**src/rtl/dcache_controller.sv**
```systemverilog
// Direct-mapped, write-back, write-allocate L1 data cache for the MEM stage.
// Hits complete in the access cycle; misses stall the pipeline and run a line refill.
module dcache_controller #(
    parameter int INDEX_BITS = 4,
    parameter int LINE_BITS  = 256,
    parameter int TAG_BITS   = 32 - INDEX_BITS - 5
) (
    input  logic                 clk_i,
    input  logic                 rst_i,
    input  logic                 cpu_req_i,
    input  logic                 cpu_we_i,
    input  logic [31:0]          cpu_addr_i,
    input  logic [31:0]          cpu_data_i,
    output logic [31:0]          cpu_data_o,
    output logic                 cpu_stall_o,
    output logic                 mem_enable_o,
    output logic                 mem_write_o,
    output logic [31:0]          mem_addr_o,
    output logic [LINE_BITS-1:0] mem_data_o,
    input  logic [LINE_BITS-1:0] mem_data_i,
    input  logic                 mem_ack_i,
    output logic [31:0]          hit_count_o,
    output logic [31:0]          miss_count_o
);
    localparam int LINES = 1 << INDEX_BITS;

    typedef enum logic [1:0] {IDLE, WRITEBACK, ALLOCATE} state_e;

    state_e                 state_q, state_d;
    logic [LINES-1:0]       valid_q, dirty_q;
    logic [TAG_BITS-1:0]    tag_q  [LINES];
    logic [LINE_BITS-1:0]   data_q [LINES];
    logic [31:0]            hit_count_q, miss_count_q;
    logic                   refill_q;

    logic [2:0]             word;
    logic [INDEX_BITS-1:0]  index;
    logic [TAG_BITS-1:0]    req_tag;
    logic [LINE_BITS-1:0]   line_sel;
    logic                   hit, miss, alloc_ack;
    logic                   unused_addr;

    assign word        = cpu_addr_i[4:2];
    assign index       = cpu_addr_i[4+INDEX_BITS:5];
    assign req_tag     = cpu_addr_i[31:5+INDEX_BITS];
    assign unused_addr = ^cpu_addr_i[1:0];
    assign line_sel    = data_q[index];

    assign hit       = (state_q == IDLE) && cpu_req_i && valid_q[index] && (tag_q[index] == req_tag);
    assign miss      = (state_q == IDLE) && cpu_req_i && !hit;
    assign alloc_ack = (state_q == ALLOCATE) && mem_ack_i;

    always_ff @(posedge clk_i) begin
        if (rst_i) state_q <= IDLE;
        else       state_q <= state_d;
    end

    always_comb begin
        state_d = state_q;
        case (state_q)
            IDLE:      if (miss) state_d = (valid_q[index] && dirty_q[index]) ? WRITEBACK : ALLOCATE;
            WRITEBACK: if (mem_ack_i) state_d = ALLOCATE;
            ALLOCATE:  if (mem_ack_i) state_d = IDLE;
            default:   state_d = IDLE;
        endcase
    end

    // The CPU holds its address during a miss, so index/tag stay valid for the whole transaction.
    always_comb begin
        mem_enable_o = 1'b0;
        mem_write_o  = 1'b0;
        mem_addr_o   = '0;
        mem_data_o   = '0;
        cpu_stall_o  = 1'b0;
        cpu_data_o   = '0;
        case (state_q)
            IDLE: begin
                cpu_stall_o = miss;
                if (hit && !cpu_we_i) cpu_data_o = line_sel[{word, 5'b0} +: 32];
            end
            WRITEBACK: begin
                cpu_stall_o  = 1'b1;
                mem_enable_o = 1'b1;
                mem_write_o  = 1'b1;
                mem_addr_o   = {tag_q[index], index, 5'b0};
                mem_data_o   = line_sel;
            end
            ALLOCATE: begin
                cpu_stall_o  = 1'b1;
                mem_enable_o = 1'b1;
                mem_addr_o   = {req_tag, index, 5'b0};
            end
            default: ;
        endcase
    end

    // refill_q marks the replay cycle that follows a refill so it is not counted as a hit.
    always_ff @(posedge clk_i) begin
        if (rst_i) begin
            valid_q      <= '0;
            dirty_q      <= '0;
            hit_count_q  <= '0;
            miss_count_q <= '0;
            refill_q     <= 1'b0;
        end else begin
            refill_q <= alloc_ack;
            if (miss)              miss_count_q <= miss_count_q + 32'd1;
            if (hit && !refill_q)  hit_count_q  <= hit_count_q + 32'd1;
            if (hit && cpu_we_i)   dirty_q[index] <= 1'b1;
            if (alloc_ack) begin
                valid_q[index] <= 1'b1;
                dirty_q[index] <= 1'b0;
            end
        end
    end

    // NOTE: tag and data arrays carry no reset; cleared valid bits make their contents unreachable.
    always_ff @(posedge clk_i) begin
        if (!rst_i) begin
            if (hit && cpu_we_i) data_q[index][{word, 5'b0} +: 32] <= cpu_data_i;
            if (alloc_ack) begin
                data_q[index] <= mem_data_i;
                tag_q[index]  <= req_tag;
            end
        end
    end

    assign hit_count_o  = hit_count_q;
    assign miss_count_o = miss_count_q;
endmodule

```
**config.mk**
```make
export PLATFORM = sky130hd
export DESIGN_NAME = dcache_controller
export DESIGN_NICKNAME = d
export VERILOG_FILES = /design/src/rtl/dcache_controller.sv
export SDC_FILE = /design/constraint.sdc
export NUM_CORES = 2
export LEC_CHECK = 0
export CAP_MARGIN = 20
export CORE_MARGIN = 1.5
export CORE_UTILIZATION = 30
export DETAILED_ROUTE_END_ITERATION = 8
export DONT_BUFFER_PORTS = 1
export RECOVER_POWER = 100
export SKIP_CTS_REPAIR_TIMING = 1
export SYNTH_ARGS = -nofsm -noshare
export SYNTH_HDL_FRONTEND = slang
export SYNTH_MEMORY_MAX_BITS = 65536
export SYNTH_SLANG_ARGS = --single-unit
export TNS_END_PERCENT = 100
```
**constraint.sdc**
```tcl
create_clock -name clk_i -period 10.6 [get_ports clk_i]
set_clock_uncertainty 0.05 [all_clocks]
set_input_delay 2.12 -clock clk_i [delete_from_list [all_inputs] [get_ports clk_i]]
set_output_delay 2.12 -clock clk_i [all_outputs]
set_load 0.03 [all_outputs]
```
# Word level (Yosys, flattened, before mapping)
# Memory sizes are Yosys's and may differ from the RTL's.
# Index checks and enable logic that the tools add are counted.
[totals] regBits=99 mem_bits_rw=4464 input_bits=325 out_inout_bits=387 elab_cells=581 memories=2
[op_classes] n_addsub=3 order_cmp=2 n_eq_ne=6 shift=3 muxes=283 n_bitwise=260 n_reduce_logical=16
[mem_list] memory="data_q" depth=16 word_bits=256 read_ports=1 rd_ports_with_merged_regs=0 write_ports=1 line_no="32" rtl="logic [LINE_BITS-1:0] data_q [LINES];"
[mem_list] memory="tag_q" depth=16 word_bits=23 read_ports=1 rd_ports_with_merged_regs=0 write_ports=1 line_no="31" rtl="logic [TAG_BITS-1:0] tag_q [LINES];"
[op_table] operator="$mux W256" n=2
[op_table] operator="$mux W1" n=266
[op_table] operator="$or A1 B1 Y1" n=256
[op_table] operator="$shift A32 B10 Y256 const A" n=1
[op_table] operator="$shiftx A256 B9 Y32" n=1
[op_table] operator="$shiftx A32 B10 Y256" n=1
[op_table] operator="$add A32 B1 Y32 const B" n=2
[op_table] operator="$mux W32" n=2
[op_table] operator="$pmux W32 S2" n=1
[op_table] operator="$mux W16" n=3
[op_table] operator="$or A16 B16 Y16" n=2
[op_table] operator="$eq A23 B23 Y1" n=1
[op_table] operator="$and A16 B16 Y16" n=1
[op_table] operator="$not A16 Y16" n=1
[op_table] operator="$logic_and A1 B1 Y1" n=10
[op_table] operator="$neg A8 Y10" n=1
[op_table] operator="$bmux W1 S4" n=2
[op_table] operator="$mux W2" n=4
[op_table] operator="$ne A2 B2 Y1 const B" n=3
[op_table] operator="$pmux W2 S3" n=1
[op_table] operator="$lt A4 B5 Y1 const B" n=1
[op_table] operator="$demux W1 S4" n=1
[op_table] operator="$ge A4 B1 Y1 const B" n=1
[op_table] operator="$logic_not A1 Y1" n=3
[op_table] operator="other kinds (6)" n=6

# Longest topological paths before layout
[logic_depth] ltp_word=9 depth_mapped=17 depth_no_buf=10

# Worst setup path after synthesis
# Ideal clock, no wire load.
[synth_path] path_kind="input to output" startpoint="input cpu_addr_i[5]" endpoint="output cpu_data_o[22]" t_arrival_ns=5.996 required_ns=8.430 slack_ns=2.434 stages=14 path_buffers=9 path_cell_list="buf_6 > buf_6 > buf_6 > buf_6 > buf_4 > buf_4 > clkbuf_1 > buf_2 > buf_1 > mux4_2 > mux4_2 > mux4_2 > nand2_1 > a21oi_1"
[synth_via] elab_chain_len=7 elab_cells_between_ends=11 classes_between="eq/ne: 1; shift: 1; mux: 4; reduce/logical: 3; memory: 2"
[synth_lines] item="start: declaration" line_no="12" rtl="input logic [31:0] cpu_addr_i,"
[synth_lines] item="parallel branches: the longest is 5 deep, another holds $mem_v2 Z16 W256"
[synth_lines] item="$mux W32 *" line_no="79" rtl="if (hit && !cpu_we_i) cpu_data_o = line_sel[{word, 5'b0} +: 32];"
[synth_lines] item="$mux W32 *" line_no="76" rtl="case (state_q)"
[synth_lines] item="end: declaration" line_no="14" rtl="output logic [31:0] cpu_data_o,"
# Mark *: on every way between the ends. The select of a mux whose other input is x is not followed.

# Worst setup path in the final report
[layout_path] startpoint="input cpu_addr_i[8]" endpoint="output cpu_data_o[11]"
# Same word-level chain as after synthesis.

==> flow_summary_export.csv <==
group,metric,value,unit
worst_setup_path,worstReg2RegStart,"state_q[0]",
finish,areaGrowthSynthToFinish,14.4,%
timing,timing_max_transition_violations_final,2292,
drt,detailedRoute.firstIterationViolations,12697,
clocking,clock_pin_slew_reported_for_the_worst_setup_and_hold_paths_after_clock_tree_synthesis,50,ps
finish,proportion_of_layout_cells_with_a_drive_suffix_above_1,0.276,
timing,fmax,93.0,MHz
floorplanning,core_region_area,599000,sq um
floorplanning,die_area,606000,sq um
worst_setup_path,setup_slack_on_the_worst_flop_to_flop_path,340,ps
worst_setup_path,worst_setup_path_end_kind,"output pin",
timing,post-route-min-period,10750,ps
global_routing,antenna_violations_before_repair,205,
drt,drt_pass1_iterations,6,
synthesis,yosys_most_used_dff,"sky130_fd_sc_hd__edfxtp_1",
drt,drc,0,
worst_setup_path,worst_r2r_dst,"data_q[15][74]",
drt,antenna_left,0,
clocking,cts_tree,"done",
synthesis,syn-instance-count,8199,
place,buffer_ports.inserted,0,
place,place_ws,304,ps
worst_setup_path,worst_setup_path_start_kind,"primary input",
synthesis,post_synthesis_mux_area_share,0.182,
worst_setup_path,worst-endpoint-arrival,8580,ps
timing,whs,409,ps
synthesis,synth_cell_type_count,79,
outcome,failed_checks,"capacitance limit, slew limit, setup timing",
pwr,p_leak,61.3,nW
drt,drt-wirelength-per-cell,35.6,microns
floorplanning,initial_cell_density_of_the_core,0.301,
synthesis,synth-seq-cells,4563,
clocking,cts.path.max_buffers,4,
run,maxCapViolCount,90,
synthesis,synth_edf_count,4464,
floorplanning,io_pins,712,
place,detailed_place_hpwl,381000,microns
clocking,clock_latency_on_the_worst_skew_pair,1140,ps
global_routing,pin_count_of_the_biggest_net_entering_global_routing,375,
synthesis,netlist_area_before_placement,180000,sq um
pwr,irDropWorstVdd,0.164,mV
global_routing,first_pass_grt_wire_length,801000,microns
place,placed_cell_area,192000,sq um
clocking,cts_max_level,5,
min_path,min_path_cells,2,
pwr,power_density,184,nW/um^2
floorplanning,die_width,779,microns
drt,dr_total_vias,91843,
worst_setup_path,rr_worst_depth,12,
drt,routed_wirelength,606000,microns
drt,vias_per_cell,5.40,
outcome,outcome,"finished, violations left",
floorplanning,dieHeight,779,microns
synthesis,async_flop_share,0,
place,post-place-cells,15926,
synthesis,ys.warnings.count,0,
place,place.gp.congestion,0.840,
worst_setup_path,worst_ep_required_time,8430,ps
timing,worstMarginPinSlew,4430,ps
finish,fin_cells,17015,
worst_setup_path,critical_setup_path_kind,"in2out",
timing,rsz_0062_raised_after_global_routing,"false",
clocking,tritoncts_buffers,456,
synthesis,synthesized_area_fraction_occupied_by_adder_cells,0.000763,
global_routing,gr-total-overflow,0,
finish,finalCoreUtilization,0.345,
global_routing,first_global_vias,88674,
min_path,holdCritPathClass,"reg2reg",
timing,final_hold_viols,0,
synthesis,synthSimpleGateAreaFrac,0.0257,
synthesis,yosys.area_share.xor_xnor,0.00136,
global_routing,globalRouteTotalUtil,0.193,
pwr,overall_power,38.0,mW
worst_setup_path,cp_max_fo,144,
clocking,numClockSinks,4563,
floorplanning,fp-row-count,284,
finish,finish.instance_area,206000,sq um
timing,final.setup.tns,-155,ps
timing,finalCritPeriodShare,1.01,
synthesis,ys_seq_area_frac,0.754,
timing,slew_headroom,-1.96,
finish,num-nets-final,8729,
synthesis,synth_compound_area_frac,0.0237,
timing,finalWorstSetupSlack,-155,ps
timing,report.final.setup_viol,1,
clocking,clock_root_buffer,"sky130_fd_sc_hd__clkbuf_16",
synthesis,synthesis.area_per_instance,22.0,sq um
synthesis,synth_top_family_by_area,"multiplexers",
-- state kept, by name, indices dropped and copies added (netlist names), named ones only --
name / flops
miss_count_o: 32
state_q: 2
valid_q: 16
dirty_q: 1
data_q: 4096
tag_q: 368
hit_count_o: 32
refill_q: 1
-- layout make-up --
| class | instances | area [sq um] |
|---|---|---|
| timing repair buffer | 286 | 1920 |
| antenna | 224 | 561 |
| inverter | 46 | 179 |
| multi-input combinational | 3040 | 42900 |
| clock inverter | 305 | 2990 |
| clock buffer | 543 | 11800 |
| tap | 8008 | 10000 |
| fill | 55052 | 392000 |
| sequential | 4563 | 136000 |
-- report_power, final --
| group | internal [mW] | total [mW] | leakage [nW] | switching (mW) |
|---|---|---|---|---|
| clock network | 9.03 | 16.1 | 7.23 | 7.06 |
| logic | 0.709 | 1.97 | 13.5 | 1.26 |
| registers | 19.9 | 19.9 | 40.6 | 0.0176 |
-- synthesized netlist by cell type (43+ instances only) --
cell type,number,share of area
sky130_fd_sc_hd__a22o_1,236,0.011
sky130_fd_sc_hd__nor2_1,206,0.0043
sky130_fd_sc_hd__nand2_1,215,0.0045
sky130_fd_sc_hd__dfxtp_1,99,0.011
sky130_fd_sc_hd__mux4_2,1416,0.18
sky130_fd_sc_hd__clkbuf_1,377,0.0078
sky130_fd_sc_hd__edfxtp_1,4464,0.74
sky130_fd_sc_hd__a21oi_1,127,0.0035
sky130_fd_sc_hd__o21ai_0,71,0.0020
sky130_fd_sc_hd__and2_1,266,0.0092
sky130_fd_sc_hd__mux2i_1,73,0.0040
sky130_fd_sc_hd__buf_1,140,0.0029
sky130_fd_sc_hd__inv_1,43,0.00089
-- how the worst max path moves through the flow --
stage,from,end,slack (ps)
after global routing,state_q[0],data_q[15][80],40
after detailed placement,cpu_addr_i[5],cpu_data_o[16],300
after CTS,cpu_addr_i[5],cpu_data_o[16],290
final,cpu_addr_i[8],cpu_data_o[11],-150
after floorplan,cpu_addr_i[5],cpu_data_o[22],2430
after global placement,cpu_addr_i[5],cpu_data_o[11],350
-- logic make-up (layout without fill, tap and decap cells) --
family	after synthesis	after routing
xor+xnor	28	28
other cells	1	229
flops	4563	4563
buf+inv	600	1180
simple gates	905	905
mux	1503	1503
fa+ha+maj	11	11
compound gates	588	588
-- metal layers --
| metal | up-vias | global-route usage | share of wire |
|---|---|---|---|
| met1 | 49601 | 0.242 | 0.36 |
| li1 | 35414 | - | - |
| met4 | 70 | 0.103 | 0.058 |
| met5 | - | 0 | 0.00075 |
| met2 | 5663 | 0.300 | 0.46 |
| met3 | 1095 | 0.0612 | 0.11 |
-- critical path: stages --
cell and delay (ps):
sky130_fd_sc_hd__clkbuf_4 2650, sky130_fd_sc_hd__buf_16 670, sky130_fd_sc_hd__mux4_2 630, sky130_fd_sc_hd__mux4_2 440, sky130_fd_sc_hd__nand2_1 160, sky130_fd_sc_hd__a21oi_1 1030, sky130_fd_sc_hd__clkbuf_2 380
-- layout by cell type (no fill, tap or decap), drive strengths merged, types with 40 or more instances in the layout --
cell    netlist  routed
diode         0     224
bufinv        0      43
mux2i        75      75
clkbuf      377     747
a21oi       127     127
nand3        40      40
clkinv        2     234
inv          44      56
o21ai        71      71
edfxtp     4464    4464
nand2       215     215
dfxtp        99      99
buf         177      82
mux4       1416    1416
and2        268     268
nor2        206     206
a22o        236     236
No activity file was read; power rests on OpenSTA's default activity.
